**config.mk**
```make
export PLATFORM = sky130hd
export DESIGN_NAME = reg_write_buffer
export DESIGN_NICKNAME = d
export VERILOG_FILES = /design/src/rtl/lc3b_pkg.sv /design/src/rtl/reg_fwd_select.sv /design/src/rtl/reg_write_buffer.sv
export SDC_FILE = /design/constraint.sdc
export NUM_CORES = 1
export LEC_CHECK = 0
export BUFFER_PORTS_ARGS = -buffer_cell sky130_fd_sc_hd__buf_2
export CAP_MARGIN = 10
export CORE_MARGIN = 4
export CORE_UTILIZATION = 65
export CTS_BUF_LIST = sky130_fd_sc_hd__clkbuf_8
export DETAILED_ROUTE_END_ITERATION = 8
export PLACE_DENSITY = 0.95
export SLEW_MARGIN = 20
export SYNTH_ARGS = -nofsm -noshare
export SYNTH_HDL_FRONTEND = slang
export SYNTH_SLANG_ARGS = --single-unit
```
**constraint.sdc**
```tcl
create_clock -name clk -period 7.85 [get_ports clk]
set_input_delay 0.3925 -clock clk [delete_from_list [all_inputs] [get_ports clk]]
set_output_delay 0.3925 -clock clk [all_outputs]
set_load 0.02 [all_outputs]
```
**src/rtl/lc3b_pkg.sv**
```systemverilog
// Shared LC-3b datapath constants and the register write-buffer entry type.
package lc3b_pkg;

   localparam int REG_ADDR_W = 3;
   localparam int DATA_W     = 16;
   localparam int WB_DEPTH   = 4;

   typedef struct packed {
      logic [REG_ADDR_W-1:0] dr;
      logic [DATA_W-1:0]     data;
   } wb_entry_t;

endpackage

```
**src/rtl/reg_fwd_select.sv**
```systemverilog
// Picks the youngest pending write to one source register out of the
// write-buffer ring; age is measured from the head (oldest) slot.
module reg_fwd_select
   import lc3b_pkg::*;
#(
   parameter int DEPTH = WB_DEPTH,
   localparam int PTR_W = $clog2(DEPTH)
) (
   input  wb_entry_t [DEPTH-1:0]   entries_i,
   input  logic [DEPTH-1:0]        valid_i,
   input  logic [PTR_W-1:0]        head_i,
   input  logic [REG_ADDR_W-1:0]   src_i,
   output logic                    hit_o,
   output logic [DATA_W-1:0]       data_o
);

   logic [PTR_W-1:0] idx_s;
   logic             match_s;

   // Walk oldest to youngest so the last match left standing is the youngest.
   always_comb begin
      hit_o   = 1'b0;
      data_o  = '0;
      idx_s   = '0;
      match_s = 1'b0;
      for (int k = 0; k < DEPTH; k++) begin
         idx_s   = head_i + PTR_W'(k);
         match_s = valid_i[idx_s] && (entries_i[idx_s].dr == src_i);
         hit_o   = hit_o | match_s;
         data_o  = match_s ? entries_i[idx_s].data : data_o;
      end
   end

endmodule

```
**src/rtl/reg_write_buffer.sv**
```systemverilog
// Writeback-to-register-file FIFO with per-source forwarding of pending writes.
// Drains one entry per cycle unless hold is asserted.
module reg_write_buffer
   import lc3b_pkg::*;
#(
   parameter int DEPTH = WB_DEPTH
) (
   input  logic                  clk,
   input  logic                  rst_n,
   input  logic                  in_valid,
   output logic                  in_ready,
   input  logic [REG_ADDR_W-1:0] in_dr,
   input  logic [DATA_W-1:0]     in_data,
   input  logic                  hold,
   output logic                  rf_we,
   output logic [REG_ADDR_W-1:0] rf_dr,
   output logic [DATA_W-1:0]     rf_data,
   input  logic [REG_ADDR_W-1:0] sr1,
   input  logic [REG_ADDR_W-1:0] sr2,
   output logic                  sr1_hit,
   output logic                  sr2_hit,
   output logic [DATA_W-1:0]     sr1_fwd,
   output logic [DATA_W-1:0]     sr2_fwd,
   output logic                  empty
);

   localparam int PTR_W = $clog2(DEPTH);
   localparam int CNT_W = PTR_W + 1;

   wb_entry_t [DEPTH-1:0] mem_q, mem_d;
   logic [PTR_W-1:0]      head_q, head_d;
   logic [PTR_W-1:0]      tail_q, tail_d;
   logic [CNT_W-1:0]      count_q, count_d;
   logic [DEPTH-1:0]      valid_s;
   logic [PTR_W-1:0]      age_s;
   logic                  push_s;
   logic                  pop_s;

   // Readiness and emptiness come from the registered count only.
   assign in_ready = (count_q < CNT_W'(DEPTH));
   assign empty    = (count_q == CNT_W'(0));
   assign push_s   = in_valid && in_ready;
   assign pop_s    = rf_we;

   // Register-file port presents the head entry; zeros when nothing is pending.
   always_comb begin
      rf_we   = 1'b0;
      rf_dr   = '0;
      rf_data = '0;
      if (!empty) begin
         rf_we   = !hold;
         rf_dr   = mem_q[head_q].dr;
         rf_data = mem_q[head_q].data;
      end else begin
         rf_we   = 1'b0;
         rf_dr   = '0;
         rf_data = '0;
      end
   end

   // A slot is occupied when its distance from the head is below the count.
   always_comb begin
      valid_s = '0;
      age_s   = '0;
      for (int i = 0; i < DEPTH; i++) begin
         age_s      = PTR_W'(i) - head_q;
         valid_s[i] = ({1'b0, age_s} < count_q);
      end
   end

   // Next-state for storage, pointers and occupancy.
   always_comb begin
      mem_d  = mem_q;
      head_d = pop_s  ? head_q + PTR_W'(1) : head_q;
      tail_d = push_s ? tail_q + PTR_W'(1) : tail_q;
      if (push_s) begin
         mem_d[tail_q] = '{dr: in_dr, data: in_data};
      end else begin
         mem_d = mem_q;
      end
      case ({push_s, pop_s})
         2'b10:   count_d = count_q + CNT_W'(1);
         2'b01:   count_d = count_q - CNT_W'(1);
         default: count_d = count_q;
      endcase
   end

   // State registers; reset discards every pending write.
   always_ff @(posedge clk or negedge rst_n) begin
      if (!rst_n) begin
         mem_q   <= '0;
         head_q  <= '0;
         tail_q  <= '0;
         count_q <= '0;
      end else begin
         mem_q   <= mem_d;
         head_q  <= head_d;
         tail_q  <= tail_d;
         count_q <= count_d;
      end
   end

   reg_fwd_select #(.DEPTH(DEPTH)) u_fwd_sr1 (
      .entries_i (mem_q),
      .valid_i   (valid_s),
      .head_i    (head_q),
      .src_i     (sr1),
      .hit_o     (sr1_hit),
      .data_o    (sr1_fwd)
   );

   reg_fwd_select #(.DEPTH(DEPTH)) u_fwd_sr2 (
      .entries_i (mem_q),
      .valid_i   (valid_s),
      .head_i    (head_q),
      .src_i     (sr2),
      .hit_o     (sr2_hit),
      .data_o    (sr2_fwd)
   );

endmodule

```
* Word level (Yosys, flattened, before mapping)
Cells that the tools add are included.
Cells by class: $add $sub $neg 10, multiplexer cells 31, reductions and logical operators 13, magnitude comparators 11, eq/ne operators 10, bitwise gates (word level) 6
Operator list (count):
- binary-select mux 19 bit (select 2 bit) | 4
- two-way mux 16 bit | 9
- two-way mux 19 bit | 5
- bitwise mux 76 bit | 1
- demux 19 bit (select 2 bit) | 1
- == test 3 bit | 8
- less-than comparator 2 x 3 -> 1 bit, second input constant | 5
- less-than comparator 2 x 3 -> 1 bit | 4
- logical AND 1 bit | 10
- binary-select mux 1 bit (select 2 bit) | 4
- bitwise OR 1 bit | 6
- case mux 3 bit (2 select lines) | 1
- two-way mux 1 bit | 5
- adder 2 x 1 -> 2 bit, second input constant | 2
- adder 2 bit, second input constant | 2
- subtractor 1 x 2 -> 2 bit, first input constant | 2
- subtractor 2 bit, first input constant | 2
- adder 3 x 1 -> 3 bit, second input constant | 1
- logical NOT 3 bit | 1
- less-than comparator 3 bit, second input constant | 1
- two-way mux 3 bit | 1
- subtractor 3 x 1 -> 3 bit, second input constant | 1
- == test 2 x 1 -> 1 bit, second input constant | 1
- == test 2 bit, second input constant | 1
- 3 further kinds | 3
Storage, ports and cells: bits in registers 83, word-level logic and storage cells 92

* Logic depth before layout (Yosys ltp)
Gate-level depths: netlist (run 1).
depth after elaboration 9, mapped depth 17, gate-level depth less buffers 10

* By module
Synthesis (run 1) repeated with hierarchy kept, for this count alone.
Unflattened totals: cell total of the unflattened synthesis 913, area total of the unflattened synthesis 8849.7 um^2
By module, submodules not included:
- reg_fwd_select | area each 2353.5 um^2, instances 2, cells each 328
- reg_write_buffer | area each 4142.7 um^2, instances 1, cells each 257

* Worst setup path before layout (run 1)
No wires, ideal clock.
path kind register to output, from reg head_q[1], to out sr2_fwd[10], data arrival time 3.764 ns, data required time 7.457 ns, buffers on the path 7, stages on the path, launching flop included 18, slack 3.693 ns, cell sequence dfrtp_1 > buf_6 > buf_6 > buf_6 > buf_4 > buf_2 > buf_2 > xnor2_1 > inv_1 > ha_1 > or2_2 > o2111ai_1 > nand3_1 > a21oi_4 > buf_6 > mux2i_1 > nand3_1 > a31oi_1
On the way: longest elaborated chain between the ends 9, elaborated cells on any way between the ends 39, classes of those cells add/sub: 7; order compare: 4; eq/ne: 4; mux: 20; reduce/logical: 4
RTL lines:
- start, declared | line reg_write_buffer.sv:31 | logic [PTR_W-1:0] head_q, head_d;
- start signal, assigned | line reg_write_buffer.sv:92 | head_q <= '0;
- start signal, assigned | line reg_write_buffer.sv:97 | head_q <= head_d;
- subtractor 1 x 2 -> 2 bit or subtractor 2 bit (tied branches) | line reg_write_buffer.sv:66 | age_s = PTR_W'(i) - head_q;
- less-than comparator 2 x 3 -> 1 bit | line reg_write_buffer.sv:67 | valid_s[i] = ({1'b0, age_s} < count_q);
- binary-select mux 1 bit (select 2 bit) | line reg_fwd_select.sv:28 | match_s = valid_i[idx_s] && (entries_i[idx_s].dr == src_i);
- two-way mux 1 bit (implied by the code) | line reg_fwd_select.sv:28
- logical AND 1 bit | line reg_fwd_select.sv:28
- two-way mux 16 bit (3 in a row) | line reg_fwd_select.sv:30 | data_o = match_s ? entries_i[idx_s].data : data_o;
- two-way mux 16 bit * | line reg_fwd_select.sv:30
- end, declared | line reg_write_buffer.sv:23 | output logic [DATA_W-1:0] sr2_fwd,
Mark *: on every way between the ends. The rest lies on a longest branch, timed or not. The select of a mux whose other input is x is not followed.

* Worst setup path after layout (run 1)
from reg head_q[0], to out sr1_fwd[13]
On the way: longest elaborated chain between the ends 9, elaborated cells on any way between the ends 39, classes of those cells add/sub: 7; order compare: 4; eq/ne: 4; mux: 20; reduce/logical: 4
RTL lines:
- subtractor 1 x 2 -> 2 bit or subtractor 2 bit (tied branches) | line reg_write_buffer.sv:66
- less-than comparator 2 x 3 -> 1 bit | line reg_write_buffer.sv:67
- binary-select mux 1 bit (select 2 bit) | line reg_fwd_select.sv:28
- two-way mux 1 bit (implied by the code) | line reg_fwd_select.sv:28
- logical AND 1 bit | line reg_fwd_select.sv:28
- two-way mux 16 bit (3 in a row) | line reg_fwd_select.sv:30
- two-way mux 16 bit * | line reg_fwd_select.sv:30
- end, declared | line reg_write_buffer.sv:22 | output logic [DATA_W-1:0] sr1_fwd,
Marked as above.

==> results of run 1 <==
-- worst max-delay path, cell delays in order (launching register included) --
cell and delay (ns):
dfrtp_2 0.37, buf_4 0.68, xnor2_1 0.25, inv_1 0.09, ha_1 0.29, or2_2 0.30
o2111ai_1 0.19, nand3_1 0.28, a21oi_4 0.66, nand3b_2 0.54, o211ai_1 0.21, o221a_2 0.23
buf_2 0.16
-- worst paths after layout --
kind / depth (start not counted) / slack, ns / end
worst max-delay path: 12 / 2.73 / sr1_fwd[13]
worst min-delay path: 1 / 0.07 / mem_q[54]
worst max register to register: 3 / 5.26 / mem_q[37]
worst min register to register: 1 / 0.54 / mem_q[14]
max in group asynchronous: 1 / 7.23 / head_q[1]
min in group clk: 2 / 0.30 / mem_q[21]
-- synth_stat cells, drive strengths merged --
| library cell | count | area, sq um |
|---|---|---|
| xor2 | 13 | 114 |
| nand4 | 1 | 6.26 |
| mux2i | 95 | 963 |
| mux2 | 109 | 1230 |
| nor2b | 5 | 31.3 |
| nor2 | 53 | 199 |
| nand3b | 2 | 18.8 |
| nand3 | 23 | 120 |
| a21oi | 27 | 158 |
| o22ai | 1 | 6.26 |
| o2111ai | 1 | 8.76 |
| nor3 | 1 | 5.00 |
| dfrtp | 83 | 2080 |
| a31o | 1 | 8.76 |
| o21ai | 23 | 115 |
| nand2b | 2 | 12.5 |
| o221a | 16 | 180 |
| mux4 | 4 | 93.8 |
| nand4bb | 1 | 11.3 |
| clkbuf | 18 | 67.6 |
| o211ai | 31 | 233 |
| inv | 9 | 33.8 |
| clkinv | 1 | 3.75 |
| xnor2 | 21 | 184 |
| fa | 1 | 20.0 |
| o21bai | 1 | 7.51 |
| buf | 30 | 203 |
| o22a | 1 | 8.76 |
| o221ai | 1 | 8.76 |
| o31ai | 1 | 12.5 |
| or2 | 3 | 18.8 |
| a31oi | 17 | 113 |
| a21boi | 1 | 7.51 |
| a21o | 2 | 22.5 |
| nand2 | 45 | 171 |
| a211oi | 2 | 15.0 |
| nor4 | 1 | 21.3 |
| ha | 9 | 113 |
-- per-layer routing --
layer	wire length, microns	part of all wire, %	vias up
met5	0	0	-
met4	659	3.6	0
met3	1760	9.6	75
met2	8800	48	359
met1	7100	39	2810
li1	-	-	2530
-- cell type report --
cell class              instances  area, sq um  area share, %
multi-input cells             515         4250           59.1
flip-flops and latches         83         2080           29.0
repair buffers                 90          472           6.57
well taps                     133          166           2.32
clock buffers                  11          151           2.11
inverters                      10         37.5          0.523
clock inverters                 5         28.8          0.401
-- logic make-up (layout without fill, tap and decap cells) --
group                      Yosys count  count (layout)  synth area share, %
muxes                              208             208                 34.5
adders and majority gates           10              10                 2.00
and+or+nand+nor                    137             137                 9.30
DFF                                 83              83                 31.4
AOI/OAI and AO/OA                  126             126                 13.7
buffers and inverters               58             116                 4.65
xor gates and xnor gates            34              34                 4.50
-- metrics by stage --
stage	instances	instance area [sq um]	setup WS [ns]	hold slack [ns]	utilization, %
after detailed placement	831	6990	3.39	0.516	70.9
after CTS	847	7170	2.90	0.247	72.7
after global placement	831	6990	3.64	0.502	70.9
final	847	7180	2.73	0.0682	72.8
after floorplan	656	6620	3.69	0.0969	-
after global routing	847	7180	2.60	0.133	72.8
-- state kept, by name (all words and copies together) (netlist names) --
name,flops
head_q,2
mem_q,76
tail_q,2
count_q,3
==> summary.md, run 1 <==
| Metric | Value |
|---|---|
| Status | `finished clean` |
| Grt met2 use | `51.9%` |
| Final Setup Violations | `0` |
| Reg2reg start | `count_q[2]` |
| Clock slew at reported path FFs | `0.09 ns` |
| Initial Utilization | `67.1%` |
| Skew final | `0.0123 ns` |
| Max-cap violations | `0` |
| CTS Buf Count | `9` |
| Area growth, synth to finish | `8.51%` |
| Most common cell after layout, fill and taps aside | `mux2_2` |
| Syn_nets | `695` |
| Crit start category | `flip-flop` |
| Dpl hpwl | `12.0 mm` |
| CTS Buffer Depth | `2` |
| CTS H-tree lvls | `3` |
| DR pass1 iterations | `6` |
| Tmin final | `5.12 ns` |
| Die width | `109 microns` |
| CP max FO | `83` |
| Die height | `109 microns` |
| Synthesized area per cell | `10.1 sq um` |
| Core Rows | `36` |
| Req. time, crit path | `7.46 ns` |
| Total GRT Usage | `31.4%` |
| Final GP Congestion | `0.911` |
| Critical path class | `reg -> out` |
| CP Data Arrival Time | `4.73 ns` |
| Vias in the first global route | `5772` |
| GR Layer Usage met1 | `39.7%` |
| TritonCTS clock tree | `yes` |
| Setup TNS | `0 ns` |
| Layout net count | `748` |
| CP Capture Type | `primary output` |
| Flops & latches, synth | `83` |
| Synth unique cells | `51` |
| YS warnings | `0` |
| CTS root buf | `clkbuf_8` |
| RSZ-0062 raised after global routing | `false` |
| Total number of vias | `5774` |
| Fin. max-slew vios | `0` |
| Maximum clock frequency | `195 MHz` |
| Initial antenna violation count | `0` |
| Initial DRC count | `729` |
| Global routing's busiest layer | `met2` |
| Min-delay worst type | `in -> async` |
| Measured slew at the worst slew-check pin | `1.15 ns` |
| Mapped Cells | `656` |
| Gr ovfl total | `0` |
| Register area share after synthesis | `31.4%` |
| Die area | `11900 sq um` |
| DRT antenna net count | `0` |
| Clk_lat worst skew | `0.36 ns` |
| Antenna Cells | `0` |
| Port Buffers | `84` |
| Global-route wire length before repair | `29.1 mm` |
| Most frequent cells in the layout | `mux2_2, mux2i_1, buf_2` |
| Fraction of final layout cells sized beyond drive strength 1 | `35.2%` |
| Number of remaining DRC errors | `0` |
| Final WL | `18.3 mm` |
| Routed vias/inst | `6.82` |
| Hold Vio Cnt, Final | `0` |
| Fillers | `674` |
| Clk sinks | `83` |
| Wire per inst | `21.6 microns` |
| Largest net degree at the start of global routing | `84` |
| Area of the core | `9860 sq um` |
| Relative slew slack | `23.2%` |
| Post-cts sizing count | `0` |
| Hold Buf Count CTS | `0` |
| M3 GR Usage | `5.68%` |
| Setup crit start | `head_q[0]` |
| Post-Syn Area | `6620 sq um` |
| Setup Fix Bufs, Post-CTS | `0` |
| Final Cycle Share | `65.3%` |
| Ports | `85` |
Power of run 1 is left out: the tool's default activity adds up to more than one toggle a clock period on the data nets, which glitch-free logic cannot reach.
==> run 2, diff against run 1 <==
--- a/config.mk
+++ b/config.mk
@@ -8,10 +8,10 @@
 export BUFFER_PORTS_ARGS = -buffer_cell sky130_fd_sc_hd__buf_2
 export CAP_MARGIN = 10
 export CORE_MARGIN = 4
-export CORE_UTILIZATION = 65
+export CORE_UTILIZATION = 55
 export CTS_BUF_LIST = sky130_fd_sc_hd__clkbuf_8
 export DETAILED_ROUTE_END_ITERATION = 8
-export PLACE_DENSITY = 0.95
+export PLACE_DENSITY = 0.87
 export SLEW_MARGIN = 20
 export SYNTH_ARGS = -nofsm -noshare
 export SYNTH_HDL_FRONTEND = slang
==> constraint.sdc (replaced) <==
create_clock -name clk -period 4.4 [get_ports clk]
set_input_delay 0.22 -clock clk [delete_from_list [all_inputs] [get_ports clk]]
set_output_delay 0.22 -clock clk [all_outputs]
set_load 0.02 [all_outputs]
==> summary.md, run 2 (synthesis results as in run 1) <==
| Metric | Value |
|---|---|
| Largest register FFs | `76 (unchanged)` |
| Setup TNS | `0 ns (unchanged)` |
| Ports | `85 (unchanged)` |
| TritonCTS clock tree | `yes (unchanged)` |
| Clk sinks | `83 (unchanged)` |
| Worst hold margin | `0.124 ns (was 0.0682 ns)` |
| Gr ovfl total | `0 (unchanged)` |
| CP Capture Type | `primary output (unchanged)` |
| Measured slew at the worst slew-check pin | `1.15 ns (about the same)` |
| Total GRT Usage | `25.6% (was 31.4%)` |
| CTS root buf | `clkbuf_8 (unchanged)` |
| Die height | `118 microns (was 109 microns)` |
| Port Buffers | `84 (unchanged)` |
| Min-delay worst type | `in -> reg (was in -> async)` |
| Biggest regs | `mem_q x76, count_q x3 (unchanged)` |
| DRT antenna net count | `0 (unchanged)` |
| Crit-path cells | `buf_4, buf_4, mux4_2, xor2_1, nor4_4, a31oi_2, buf_4, o211ai_1, o221a_2, buf_2 (was buf_4, xnor2_1, inv_1, ha_1, or2_2, o2111ai_1, nand3_1, a21oi_4, nand3b_2, o211ai_1, o221a_2, buf_2)` |
| Most frequent cells in the layout | `mux2_2, mux2i_1, buf_2 (unchanged)` |
| Maximum clock frequency | `240 MHz` |
| Tmin final | `4.17 ns` |
| Final Cycle Share | `94.8%` |
| Final Setup Violations | `0 (unchanged)` |
| Final Cell Area | `7270 sq um (was 7180 sq um)` |
| Critical path's slowest cell | `mux4_2 (was buf_4)` |
| Most flop-heavy register | `mem_q (unchanged)` |
| Initial Utilization | `57.0% (was 67.1%)` |
| Final WL | `18.0 mm (was 18.3 mm)` |
| Vias in the first global route | `5802 (was 5772)` |
| CP dominant cell by count | `buf_4` |
| Area of the core | `11600 sq um (was 9860 sq um)` |
| Fin. max-slew vios | `0 (unchanged)` |
| Critical path class | `reg -> out (unchanged)` |
| Most common cell after layout, fill and taps aside | `mux2_2 (unchanged)` |
| Total number of vias | `5650 (was 5774)` |
| Clock slew at reported path FFs | `0.08 ns (was 0.09 ns)` |
| Relative slew slack | `23.1% (was 23.2%)` |
| Layout net count | `757 (was 748)` |
| Place WS | `0.698 ns (was 3.39 ns)` |
| Initial DRC count | `478 (was 729)` |
| Wire per inst | `20.8 microns (was 21.6 microns)` |
| Fraction of final layout cells sized beyond drive strength 1 | `35.8% (was 35.2%)` |
| Req. time, crit path | `4.18 ns (was 7.46 ns)` |
| Dpl hpwl | `12.4 mm (was 12.0 mm)` |
| Initial antenna violation count | `0 (unchanged)` |
| CTS Buf Count | `9 (unchanged)` |
| Final GP Congestion | `0.913 (was 0.911)` |
| CTS Buffer Depth | `2 (unchanged)` |
| Die width | `118 microns (was 109 microns)` |
| DP Area | `7070 sq um (was 6990 sq um)` |
| CP max FO | `44 (was 83)` |
| RSZ-0062 raised after global routing | `false (unchanged)` |
| Final setup margin | `0.229 ns (was 2.73 ns)` |
| DR pass1 iterations | `5 (was 6)` |
| Number of remaining DRC errors | `0 (unchanged)` |
| Die area | `13900 sq um (was 11900 sq um)` |
| Skew final | `0.00809 ns (was 0.0123 ns)` |
| Core Rows | `39 (was 36)` |
| Crit start category | `flip-flop (unchanged)` |
| Area growth, synth to finish | `9.85% (was 8.51%)` |
| CTS H-tree lvls | `3 (unchanged)` |
| Max-cap violations | `0 (unchanged)` |
| Routed vias/inst | `6.54 (was 6.82)` |
| Antenna Cells | `0 (unchanged)` |
| Setup Fix Bufs, Post-CTS | `0 (unchanged)` |
| CP Data Arrival Time | `3.95 ns (was 4.73 ns)` |
| Status | `finished clean (unchanged)` |
| Global-route wire length before repair | `29.1 mm (about the same)` |
| Largest net degree at the start of global routing | `84 (unchanged)` |
| Clk_lat worst skew | `0.36 ns (about the same)` |
| Hold Vio Cnt, Final | `0 (unchanged)` |
| Largest stage delay on the critical path | `0.60 ns (was 0.68 ns)` |
==> run 2: cell count changes in the layout (fill, tap and decap cells not counted), sizes merged <==
cell / delta
bufinv: +1
dlygate4sd3: +1
buf: +8
clkbuf: -1
inv: -2
==> run 2: routing by layer <==
layer	vias up	part of all wire, %	global-route usage (%)
met5	-	0	0
met4	0	3.1	9.38
met3	66	8.7	5.00
met2	311	49	43.2
met1	2739	40	32.6
li1	2534	-	-
==> run 2: timing repair <==
item	in CTS	in global routing
hold buffers	0	1
resized for setup	0	0
hold endpoints to repair	0	83
==> run 2: path summary, 6_finish.rpt <==
check | startpoint | end | slack [ns] | cells after the start
max | head_q[0] | sr1_fwd[12] | 0.23 | 10
min | in_data[1] | mem_q[39] | 0.12 | 2
max reg2reg | count_q[2] | mem_q[42] | 1.90 | 3
min reg2reg | mem_q[44] | mem_q[44] | 0.53 | 1
max in group asynchronous | rst_n | head_q[1] | 3.35 | 2
min in group asynchronous | rst_n | mem_q[73] | 0.47 | 2
==> run 2: critical path: cells and delay by family, from the launching register on <==
family | cells | cell delay (ns)
AND/OR/NAND/NOR | 1 | 0.10
buffers and inverters | 4 | 1.43
AO/OA/AOI/OAI | 3 | 0.83
XOR/XNOR | 1 | 0.25
multiplexers | 1 | 0.60
flip-flops | 1 | 0.38
==> run 2: stage by stage <==
step           cells  util, %
6_report         864     62.6
3_3_place_gp     849     60.8
3_5_place_dp     849     60.8
2_1_floorplan    656        -
4_1_cts          863     62.5
5_1_grt          864     62.6
==> run 2: final cells by class <==
class / instances / area, sq um
clock buffer: 10 / 138
clock inverter: 4 / 51.3
fill: 966 / 4340
inverter: 10 / 37.5
multi-input combinational: 515 / 4240
sequential: 83 / 2080
tap: 143 / 179
timing repair buffer: 99 / 542
Power of run 2 is left out for the same reason.
==> run 3, diff against run 2 <==
--- a/config.mk
+++ b/config.mk
@@ -5,12 +5,12 @@
 export SDC_FILE = /design/constraint.sdc
 export NUM_CORES = 1
 export LEC_CHECK = 0
-export BUFFER_PORTS_ARGS = -buffer_cell sky130_fd_sc_hd__buf_2
 export CAP_MARGIN = 10
 export CORE_MARGIN = 4
-export CORE_UTILIZATION = 55
+export CORE_UTILIZATION = 60
 export CTS_BUF_LIST = sky130_fd_sc_hd__clkbuf_8
 export DETAILED_ROUTE_END_ITERATION = 8
+export DONT_BUFFER_PORTS = 1
 export PLACE_DENSITY = 0.87
 export SLEW_MARGIN = 20
 export SYNTH_ARGS = -nofsm -noshare
==> summary.md, run 3 (synthesis results as in run 1) <==
| Metric | Value |
|---|---|
| Status | `finished clean (unchanged)` |
| Total number of vias | `5525 (was 5650)` |
| Biggest regs | `mem_q x76, count_q x3 (unchanged)` |
| Hold Vio Cnt, Final | `0 (unchanged)` |
| DRT antenna net count | `0 (unchanged)` |
| Global-route wire length before repair | `28.6 mm (was 29.1 mm)` |
| Die area | `12800 sq um (was 13900 sq um)` |
| Largest stage delay on the critical path | `0.54 ns (was 0.60 ns)` |
| Wire per inst | `22.2 microns (was 20.8 microns)` |
| Final WL | `18.0 mm (about the same)` |
| Crit-path cells | `buf_4, inv_2, buf_4, nand3_1, o31ai_2, nand3_2, nand2_2, o221a_2 (was buf_4, buf_4, mux4_2, xor2_1, nor4_4, a31oi_2, buf_4, o211ai_1, o221a_2, buf_2)` |
| Measured slew at the worst slew-check pin | `1.16 ns (was 1.15 ns)` |
| CTS H-tree lvls | `3 (unchanged)` |
| DR pass1 iterations | `5 (unchanged)` |
| Routed vias/inst | `6.80 (was 6.54)` |
| Number of remaining DRC errors | `0 (unchanged)` |
| Antenna Cells | `0 (unchanged)` |
| Max-cap violations | `0 (unchanged)` |
| Final Setup Violations | `0 (unchanged)` |
| Core Rows | `38 (was 39)` |
| Req. time, crit path | `4.18 ns (about the same)` |
| Most frequent cells in the layout | `mux2_2, mux2i_1, dfrtp_1 (was mux2_2, mux2i_1, buf_2)` |
| Die height | `113 microns (was 118 microns)` |
| Area growth, synth to finish | `8.43% (was 9.85%)` |
| Crit start category | `flip-flop (unchanged)` |
| Port Buffers | `0 (was 84)` |
| Area of the core | `10800 sq um (was 11600 sq um)` |
| Gr ovfl total | `0 (unchanged)` |
| Critical path's slowest cell | `nand2_2 (was mux4_2)` |
| Setup TNS | `0 ns (unchanged)` |
| Tmin final | `4.03 ns (was 4.17 ns)` |
| CP Data Arrival Time | `3.81 ns (was 3.95 ns)` |
| Most flop-heavy register | `mem_q (unchanged)` |
| CP max FO | `32 (was 44)` |
| Min-delay worst type | `in -> reg (unchanged)` |
| Most common cell after layout, fill and taps aside | `mux2_2 (unchanged)` |
| Maximum clock frequency | `248 MHz (was 240 MHz)` |
| CP Capture Type | `primary output (unchanged)` |
| Total GRT Usage | `28.0% (was 25.6%)` |
| Dpl hpwl | `12.2 mm (was 12.4 mm)` |
| Initial DRC count | `409 (was 478)` |
| Critical path class | `reg -> out (unchanged)` |
| Fin util | `66.2% (was 62.6%)` |
| Fin. max-slew vios | `0 (unchanged)` |
| Crit path buf inv count | `3 (was 4)` |
| Initial antenna violation count | `0 (unchanged)` |
| Critical path's top delay family | `buffers and inverters (unchanged)` |
| Initial Utilization | `61.1% (was 57.0%)` |
| Final Cycle Share | `91.5% (was 94.8%)` |
| Largest register FFs | `76 (unchanged)` |
| Skew final | `0.00944 ns (was 0.00809 ns)` |
| Final GP Congestion | `0.934 (was 0.913)` |
| Relative slew slack | `22.2% (was 23.1%)` |
| Clk sinks | `83 (unchanged)` |
| Reg2reg start | `count_q[2] (unchanged)` |
| CTS root buf | `clkbuf_8 (unchanged)` |
| CP dominant cell by count | `buf_4 (unchanged)` |
| Setup Fix Bufs, Post-CTS | `0 (unchanged)` |
| TritonCTS clock tree | `yes (unchanged)` |
| CTS Buf Count | `9 (unchanged)` |
| Clock slew at reported path FFs | `0.10 ns (was 0.08 ns)` |
| Fraction of final layout cells sized beyond drive strength 1 | `28.5% (was 35.8%)` |
| Largest net degree at the start of global routing | `84 (unchanged)` |
| Hold Crit Start | `hold (was in_data[1])` |
| Ports | `85 (unchanged)` |
| RSZ-0062 raised after global routing | `false (unchanged)` |
| CTS Buffer Depth | `2 (unchanged)` |
| Vias in the first global route | `5559 (was 5802)` |
| Setup crit start | `head_q[0] (unchanged)` |
| Die width | `113 microns (was 118 microns)` |
| Layout net count | `707 (was 757)` |
| Clk_lat worst skew | `0.39 ns (was 0.36 ns)` |
[run 3: per-layer routing]
| layer | vias to the layer above | global-route usage, % | share of wire [%] |
|---|---|---|---|
| met5 | - | 0 | 0 |
| li1 | 2446 | - | - |
| met2 | 318 | 46.0 | 47 |
| met1 | 2694 | 36.0 | 40 |
| met4 | 0 | 12.3 | 3.6 |
| met3 | 67 | 5.56 | 9.3 |
[run 3: worst reg2reg max path: stages, from the launching register on]
cell,delay (ns)
dfrtp_1,0.48
nor2b_1,0.59
nand2_1,0.87
mux2_2,0.57
[run 3: stage by stage]
step           cells  setup slack [ns]  hold slack [ns]  cell area, sq um
6_report         813             0.372            0.197              7180
5_1_grt          813             0.237            0.210              7180
4_1_cts          812             0.464            0.178              7160
3_5_place_dp     775             0.910          -0.0723              6740
3_3_place_gp     775             0.962          -0.0725              6740
2_1_floorplan    656             0.416          -0.0756              6620
[run 3: worst paths after layout]
| check | cells after the start | endpoint | slack, ns |
|---|---|---|---|
| setup reg to reg | 3 | mem_q[9] | 1.78 |
| max in group asynchronous | 2 | head_q[1] | 3.66 |
| hold reg to reg | 1 | mem_q[0] | 0.53 |
| setup / recovery | 8 | sr1_fwd[15] | 0.37 |
| hold / removal | 2 | head_q[0] | 0.20 |
| min in group asynchronous | 2 | count_q[0] | 0.39 |
[run 3: what timing repair did]
action,CTS,global route
setup endpoints to repair,0,0
gates resized for setup,0,0
hold buffers,21,0
endpoints found under the hold margin,159,0
[run 3: cell type report]
class / instances / area, sq um
clock buffer: 10 / 138
clock inverter: 6 / 55.1
fill: 835 / 3660
inverter: 10 / 37.5
multi-input combinational: 515 / 4250
sequential: 83 / 2080
tap: 140 / 175
timing repair buffer: 49 / 445
Power of run 3 is left out for the same reason.
